[config.mk]
export PLATFORM = sky130hd
export DESIGN_NAME = mux_arbiter
export DESIGN_NICKNAME = d
export VERILOG_FILES = /design/src/rtl/mux_arbiter.sv
export SDC_FILE = /design/constraint.sdc
export NUM_CORES = 1
export LEC_CHECK = 0
export BUFFER_PORTS_ARGS = -buffer_cell sky130_fd_sc_hd__buf_2
export CORE_MARGIN = 2
export CORE_UTILIZATION = 45
export DETAILED_ROUTE_END_ITERATION = 16
export PLACE_DENSITY = 0.65
export SYNTH_ARGS = -nofsm -noshare
export SYNTH_HDL_FRONTEND = slang
export SYNTH_SLANG_ARGS = --single-unit
export TNS_END_PERCENT = 1
[constraint.sdc]
create_clock -name clk -period 2.55 [get_ports clk]
set_input_delay 0 -clock clk [delete_from_list [all_inputs] [get_ports clk]]
set_output_delay 0 -clock clk [all_outputs]
set_load 0.01 [all_outputs]
[src/rtl/mux_arbiter.sv]
// Three-requester round-robin arbiter with a held data mux.
// A winner's data is captured on grant and presented on y for HOLD cycles,
// followed by a one-cycle ack pulse, unless the winner withdraws first.
//
//   state | meaning
//   ------+-----------------------------------------------------------
//   IDLE  | no grant; arbitrate among req starting at ptr
//   BUSY  | grant held, y/y_valid driven, cnt counts down the hold time
//   ACK   | one-cycle completion pulse on ack[sel]
module mux_arbiter #(
   parameter int W    = 2,
   parameter int HOLD = 2
) (
   input  logic         clk,
   input  logic         rst_n,
   input  logic [2:0]   req,
   input  logic [W-1:0] d0,
   input  logic [W-1:0] d1,
   input  logic [W-1:0] d2,
   output logic [1:0]   sel,
   output logic [2:0]   gnt,
   output logic [W-1:0] y,
   output logic         y_valid,
   output logic [2:0]   ack
);

   typedef enum logic [1:0] {
      ST_IDLE = 2'd0,
      ST_BUSY = 2'd1,
      ST_ACK  = 2'd2
   } state_t;

   localparam logic [3:0] CNT_LOAD = 4'(HOLD - 1);

   state_t       state;
   logic [1:0]   ptr;
   logic [3:0]   cnt;

   // padded copy so a 2-bit index can never select past the vector
   logic [3:0]   req_x;
   logic [1:0]   cand0;
   logic [1:0]   cand1;
   logic [1:0]   cand2;
   logic [1:0]   win_idx;
   logic [2:0]   win_onehot;
   logic [W-1:0] win_data;
   logic [2:0]   sel_onehot;
   logic [1:0]   sel_next;

   // modulo-3 successor of a requester index
   function automatic logic [1:0] next_idx(input logic [1:0] i);
      logic [1:0] r;
      r = (i == 2'd2) ? 2'd0 : i + 2'd1;
      return r;
   endfunction

   function automatic logic [2:0] to_onehot(input logic [1:0] i);
      logic [2:0] r;
      case (i)
         2'd0:    r = 3'b001;
         2'd1:    r = 3'b010;
         2'd2:    r = 3'b100;
         default: r = 3'b000;
      endcase
      return r;
   endfunction

   assign req_x = {1'b0, req};

   // round-robin scan order: ptr, ptr+1, ptr+2
   always_comb begin
      cand0 = ptr;
      cand1 = next_idx(ptr);
      cand2 = next_idx(cand1);
      if (req_x[cand0])
         win_idx = cand0;
      else if (req_x[cand1])
         win_idx = cand1;
      else
         win_idx = cand2;
   end

   // winner's data and grant vector, sampled on the edge that leaves IDLE
   always_comb begin
      win_onehot = to_onehot(win_idx);
      case (win_idx)
         2'd0:    win_data = d0;
         2'd1:    win_data = d1;
         2'd2:    win_data = d2;
         default: win_data = '0;
      endcase
   end

   assign sel_onehot = to_onehot(sel);
   assign sel_next   = next_idx(sel);

   // arbitration FSM with registered outputs
   always_ff @(posedge clk or negedge rst_n) begin
      if (!rst_n) begin
         state   <= ST_IDLE;
         ptr     <= 2'd0;
         cnt     <= 4'd0;
         sel     <= 2'b00;
         gnt     <= 3'b000;
         y       <= '0;
         y_valid <= 1'b0;
         ack     <= 3'b000;
      end else begin
         case (state)
            ST_IDLE: begin
               ack <= 3'b000;
               if (|req) begin
                  sel     <= win_idx;
                  gnt     <= win_onehot;
                  y       <= win_data;
                  y_valid <= 1'b1;
                  cnt     <= CNT_LOAD;
                  state   <= ST_BUSY;
               end
            end
            ST_BUSY: begin
               if (!req_x[sel]) begin
                  // winner withdrew: drop the grant silently, still rotate
                  gnt     <= 3'b000;
                  y_valid <= 1'b0;
                  ptr     <= sel_next;
                  state   <= ST_IDLE;
               end else if (cnt != 4'd0) begin
                  cnt <= cnt - 4'd1;
               end else begin
                  gnt     <= 3'b000;
                  y_valid <= 1'b0;
                  ack     <= sel_onehot;
                  state   <= ST_ACK;
               end
            end
            ST_ACK: begin
               ack   <= 3'b000;
               ptr   <= sel_next;
               state <= ST_IDLE;
            end
            default: begin
               gnt     <= 3'b000;
               y_valid <= 1'b0;
               ack     <= 3'b000;
               state   <= ST_IDLE;
            end
         endcase
      end
   end

endmodule

# Word level (Yosys, flattened, before mapping)
# Index checks and enable logic that the tools add are counted.
[totals]
word_cells = 78
output_inout_bits = 11
inputBits = 11
ff_bits = 19
[classes]
n_addsub = 4
magnitude_cmp = 3
n_eq_ne = 14
reduce_logical = 13
muxes = 35
bitwise_logic = 1
[op_table]
columns = ["op", "count"]
rows = [
  ["one-hot mux 3 bit (3 select lines)", 3],
  ["two-way mux 2 bit", 9],
  ["two-way mux 3 bit", 6],
  ["two-way mux 4 bit", 3],
  ["equality test 2 bit (second input constant)", 5],
  ["inequality test 2 bit (second input constant)", 5],
  ["less-than comparator 2 x 3 -> 1 bit (second input constant)", 3],
  ["one-hot mux 2 bit (2 select lines)", 2],
  ["one-hot mux 4 bit (2 select lines)", 1],
  ["AND reduction 2 bit", 4],
  ["adder 2 x 1 -> 2 bit (second input constant)", 3],
  ["binary-select mux 1 bit (select 2 bit)", 3],
  ["equality test 2 x 1 -> 1 bit (second input constant)", 3],
  ["logical NOT 2 bit", 3],
  ["two-way mux 1 bit", 6],
  ["one-hot mux 2 bit (3 select lines)", 1],
  ["AND reduction 4 bit", 1],
  ["nonzero test 2 bit", 2],
  ["nonzero test 4 bit", 1],
  ["subtractor 4 x 1 -> 4 bit (second input constant)", 1],
  ["inequality test 3 bit (second input constant)", 1],
  ["one-hot mux 1 bit (3 select lines)", 1],
  ["AND reduction 3 bit", 1],
  ["OR reduction 3 bit", 1],
  ["NOT 1 bit", 1],
]

# Depth between registers and ports, before layout
# Gate-level depths: netlist (run 1).
[depth]
ltp_word = 10
mapped_depth = 7
depth_no_buf = 6

# Worst setup path before layout (run 1)
# Ideal clock, no wire load.
[synth_timing]
path_type = "flip-flop to flip-flop"
startpoint = "register cnt[0]"
endpoint = "register cnt[2]"
path_buffers = 1
t_arrival_ns = 1.453
setup_time_ns = 0.120
required_ns = 2.430
synth_period_minus_slack_ns = 1.573
path_slack_ns = 0.977
stages_incl_launch_ff = 8
path_cell_list = "dfrtp_1 inv_1 ha_1 or3b_1 clkbuf_1 nand2_1 nor2_2 a31o_1"
[synth_via]
elab_chain_len = 4
word_cells_on_any_way = 7
classes_between = "add/sub (1); eq/ne (1); mux (3); reduce/logical (2)"
[synth_rtl]
columns = ["element", "line_no", "rtl"]
rows = [
  ["start: declaration", "37", "logic [3:0] cnt;"],
  ["start signal: assignment", "129", "cnt <= cnt - 4'd1;"],
  ["subtractor 4 x 1 -> 4 bit", "129", ""],
  ["two-way mux 4 bit", "128", "end else if (cnt != 4'd0) begin"],
  ["two-way mux 4 bit", "122", "if (!req_x[sel]) begin"],
  ["one-hot mux 4 bit (2 select lines)", "109", "case (state)"],
]
# Several ways; a longest one is shown, not always the timed one. The select of a mux whose other input is x is not followed.
# A chain may end at the register's enable or synchronous reset.

# Final worst setup path (run 1)
# Same ends and word-level chain as after synthesis.

==> results of run 1 <==
-- through the flow --
stage	cell area [um2]	hold slack, ns	power [mW]
floorplan	1080	-0.296	1.16
global placement	1180	-0.0315	1.31
detailed placement	1180	-0.0270	1.32
CTS	1220	0.00697	1.49
global route	1220	0.0244	1.61
finish	1220	0.00663	1.48
-- final timing paths --
kind,from,end,slack [ns]
max reg2reg,cnt[0],cnt[2],0.89
min,d2[1],y[1],0.007
max,cnt[0],cnt[2],0.89
min reg2reg,y_valid,y_valid,0.49
min in group asynchronous,rst_n,ack[2],0.15
max in group asynchronous,rst_n,gnt[0],2.09
-- Yosys cell counts, types with 2 or more instances --
cell type   n  share of area
a222oi_1    2          0.018
nor2_1      6          0.021
o22ai_1     2          0.012
a31o_1      2          0.016
a21oi_1     9          0.042
nand3_1     2         0.0092
o2bb2ai_1   4          0.032
a311oi_1    2          0.016
o21ai_0     4          0.018
mux2i_1     8          0.074
nor3_1      3          0.014
nor3b_1     2          0.014
nor2b_1     2          0.012
inv_1       5          0.017
nand2_1     3          0.010
o31ai_1     2          0.014
mux2_2      2          0.021
dfrtp_1    19           0.44
buf_6       2          0.021
ha_1        2          0.023
clkbuf_1    2         0.0069
-- kinds of logic after synthesis --
family	count (synthesis)	share of synthesized area
compound gates	34	0.227
xor+xnor	1	0.00808
flops	19	0.439
buf+inv	11	0.0566
fa+ha+maj	2	0.0231
mux	10	0.0947
simple gates	27	0.151
-- power breakdown --
group,internal [mW],switching [mW]
Clock,0.0611,0.0977
Combinational,0.335,0.411
Sequential,0.421,0.154
Total,0.817,0.663
-- final cells by class --
cell class | instances | area [um2] | share of cell area
clock buffer | 4 | 26.3 | 0.0216
inverter | 5 | 18.8 | 0.0154
multi-input combinational | 74 | 547 | 0.449
sequential | 19 | 475 | 0.391
tap | 28 | 35.0 | 0.0288
timing repair buffer | 22 | 115 | 0.0946
-- flip-flops by register name, summed over array words and instances, names as in the netlist --
| name | cells |
|---|---|
| gnt | 3 |
| sel | 2 |
| cand0 | 2 |
| ack | 3 |
| cnt | 4 |
| y | 2 |
| state | 2 |
| y_valid | 1 |
-- per-layer routing --
metal	track usage	vias up	part of all wire
met4	0.103	0	0.022
met3	0.0367	5	0.032
met5	0	-	0
met1	0.237	437	0.49
li1	-	433	-
met2	0.317	18	0.46
-- critical path, cell delays in order, from the launching register on --
cell     delay [ns]
dfrtp_1        0.42
inv_1          0.11
ha_1           0.16
or3b_1         0.44
nand2_1        0.14
nor2_2         0.07
a31o_1         0.22
-- what timing repair did --
action / 4_1_cts / 5_1_grt
hold buffers: 1 / 0
setup endpoints to repair: 0 / 0
endpoints found under the hold margin: 19 / 0
==> reports/metrics.cfg, run 1 <==
[drt]
drtIter0Drc = 21
via_count = 893
postRouteAntennaNets = 0
dr.pass1.iters = 4
drt_wl_total_um = 2270
drc_errors = 0
wire_per_inst_um = 14.9
avgViaCountPerCell = 5.88

[cts]
cts_tree = yes
clk_latency_ns = 0.30
cts_resized = 0
cts_setup_buffers = 0
clk_pin_slew_ns = 0.11
clockBufferDepth = 2
cts_root_buffer = clkbuf_4
cts_max_level = 1
cts.sinks = 19
cts_buffers = 3

[critical_path]
r2r_cells = 6
cp.arrival_ns = 1.87
end_kind = flip-flop
crit_type = reg -> reg
worstSetupStartpointType = flip-flop
crit_path_max_fanout = 7
cp.required_ns = 2.76

[finish]
drive_gt1_frac = 0.250
fin_util = 0.540
areaGrowthSynthToFinish_pct = 12.4
instances_no_fill = 152
nFillCells = 225
nets = 138
final_common_cell = buf_2
diodes = 0
final_cell_mix = buf_2, dfrtp_1, a21oi_1, mux2i_1, nor2_1

[place]
place_ws_ns = 0.908
portBuffers = 21
dp_hpwl_um = 1630
placed_cells = 147
gp_congestion = 0.786

[pwr]
p_per_area_mw_per_mm2 = 1220
ir_worst_vdd_v = 0.000625
power_leakage_nw = 0.552

[timing]
rsz0062_at_grt = no
setup_tns_ns = 0
slew_headroom = 0.651
fmax_ghz = 0.602
finalHoldViolations = 0
setup_ws_ns = 0.888
worst_pin_slew_ns = 0.522
layout_min_cycle_time_ns = 1.66
setup_violations = 0
drv_slew = 0
fin_crit_sh = 0.652
finalClockSkew_ns = 0.00206

[job]
drv_cap = 0

[synthesis]
postSynthCellCount = 104
syn_nets = 117
synth-edff-count = 0
synth_area_mm2 = 0.00108
synthFlopType = dfrtp_1
syn-mean-instance-area_um2 = 10.4
ys_seq_area_frac = 0.439
synthArstFlopShare = 1.00
ys_seq_elements = 19
synth_cell_types = 40
synth_warnings = 0

[grt]
grt_pass1_vias = 901
grt_pass1_wl_um = 3860
gr-total-overflow = 0
antenna_found_initial = 0
grt_max_degree = 20
track_usage = 0.193

[floorplan]
initial_core_util = 0.481
dieArea_mm2 = 0.00282
die_height_um = 53.1
rows = 17
dieWidth_um = 53.1
pin_count = 22
core_mm2 = 0.00225

[outcome]
outcome = completed

[worst_hold_path]
hold_depth = 3
hp-class = in -> reg

Note: power is estimated with default switching activity, not from simulation.
==> run 2, diff against run 1 <==
==> constraint.sdc (replaced) <==
create_clock -name clk -period 1.73 [get_ports clk]
set_input_delay 0 -clock clk [delete_from_list [all_inputs] [get_ports clk]]
set_output_delay 0 -clock clk [all_outputs]
set_load 0.01 [all_outputs]
==> reports/metrics.cfg, run 2 (same netlist as run 1, synthesis figures left out) <==
[drt]
drc_errors = 0
drt_wl_total_um = 2250
wire_per_inst_um = 14.7
postRouteAntennaNets = 0
avgViaCountPerCell = 5.92
drtIter0Drc = 15
dr.pass1.iters = 4
via_count = 905

[critical_path]
rrSetupSlack_ns = 0.08
cp.required_ns = 1.93
end_kind = flip-flop
cp.arrival_ns = 1.85
crit_path_max_fanout = 7
r2r_cells = 6
worstSetupStartpointType = flip-flop
timing.rr.end = cnt[3]
crit_type = reg -> reg
r2r-start = cnt[0]

[timing]
finalHoldViolations = 0
finalClockSkew_ns = 0.00215
fmax_ghz = 0.607
worst_pin_slew_ns = 0.464
setup_violations = 0
fin_crit_sh = 0.953
slew_headroom = 0.690
hold_slack_ns = 0.00997
layout_min_cycle_time_ns = 1.65
drv_slew = 0
setup_tns_ns = 0

[cts]
clk_pin_slew_ns = 0.11
cts_root_buffer = clkbuf_4
cts.sinks = 19
cts_max_level = 1
cts_buffers = 3
cts_tree = yes
clockBufferDepth = 2
clk_latency_ns = 0.30

[floorplan]
pin_count = 22
dieWidth_um = 53.1
initial_core_util = 0.481
die_height_um = 53.1
core_mm2 = 0.00225
dieArea_mm2 = 0.00282
rows = 17

[place]
placed_cells = 148
portBuffers = 21
gp_congestion = 0.784
dp_hpwl_um = 1620

[outcome]
outcome = completed

[finish]
top_register = cnt
final_cell_mix = buf_2, dfrtp_1, mux2i_1, a21oi_1, nor2_1
final_common_cell = buf_2
largest_reg_flops = 4
diodes = 0
top_regs = cnt (4), ack (3), gnt (3)
areaGrowthSynthToFinish_pct = 14.0
nets = 139
instances_no_fill = 153
nFillCells = 232
drive_gt1_frac = 0.288

[worst_hold_path]
holdPathEnd = y[0]
hp-class = in -> reg
min_from = d2[0]
hold_depth = 3

[grt]
grt_max_degree = 20
track_usage = 0.190
gr-total-overflow = 0
antenna_found_initial = 0
grt_pass1_wl_um = 3800
grt_pass1_vias = 861

[pwr]
power_leakage_nw = 0.559
p_per_area_mw_per_mm2 = 1810
p_total_mw = 2.24
ir_worst_vdd_v = 0.00108

[job]
drv_cap = 0

[run 2: worst max path at each step]
stage	start	to	cells after the start
2_1_floorplan	cnt[0]	cnt[2]	7
3_3_place_gp	cnt[0]	y_valid	6
3_5_place_dp	cnt[0]	cnt[0]	5
4_1_cts	cnt[0]	cnt[0]	5
5_1_grt	cnt[0]	cnt[2]	6
6_report	cnt[0]	cnt[3]	6
[run 2: what timing repair did]
item | CTS | global route
buffers inserted | 0 | 0
endpoints found under the hold margin | 19 | 0
gates resized for setup | 0 | 4
setup endpoints to repair | 0 | 10
hold buffers | 1 | 0
[run 2: metal layers]
metal / vias up / global-route usage / part of all wire
met2: 18 / 0.296 / 0.47
met1: 446 / 0.255 / 0.47
met3: 5 / 0.0339 / 0.035
met5: - / 0 / 0
li1: 436 / - / -
met4: 0 / 0.0897 / 0.019
[run 2: area by class of cell]
class	instances	area [um2]	area share
clock buffer	4	26.3	0.0213
timing repair buffer	23	123	0.0993
inverter	5	18.8	0.0152
multi-input combinational	74	556	0.450
sequential	19	477	0.386
tap	28	35.0	0.0284
[run 2: critical path, stage by stage, from the launching register on]
cell and delay (ns):
dfrtp_1 0.42, inv_1 0.11, ha_1 0.17, or3b_4 0.43, nand2_1 0.12, nor2_2 0.07
a31o_1 0.22
[run 2: power by group]
part           total [mW]  leakage (nW)  switching [mW]  internal, mW
clock network       0.229        0.0150           0.139        0.0900
logic                1.16         0.305           0.628         0.533
registers           0.850         0.240           0.226         0.624
[run 2: through the flow]
stage	area [um2]	util	setup slack [ns]
floorplan	1080	-	0.157
global placement	1190	0.527	0.125
detailed placement	1190	0.527	0.0529
CTS	1220	0.543	0.0323
global route	1230	0.548	-0.00338
finish	1230	0.548	0.0818
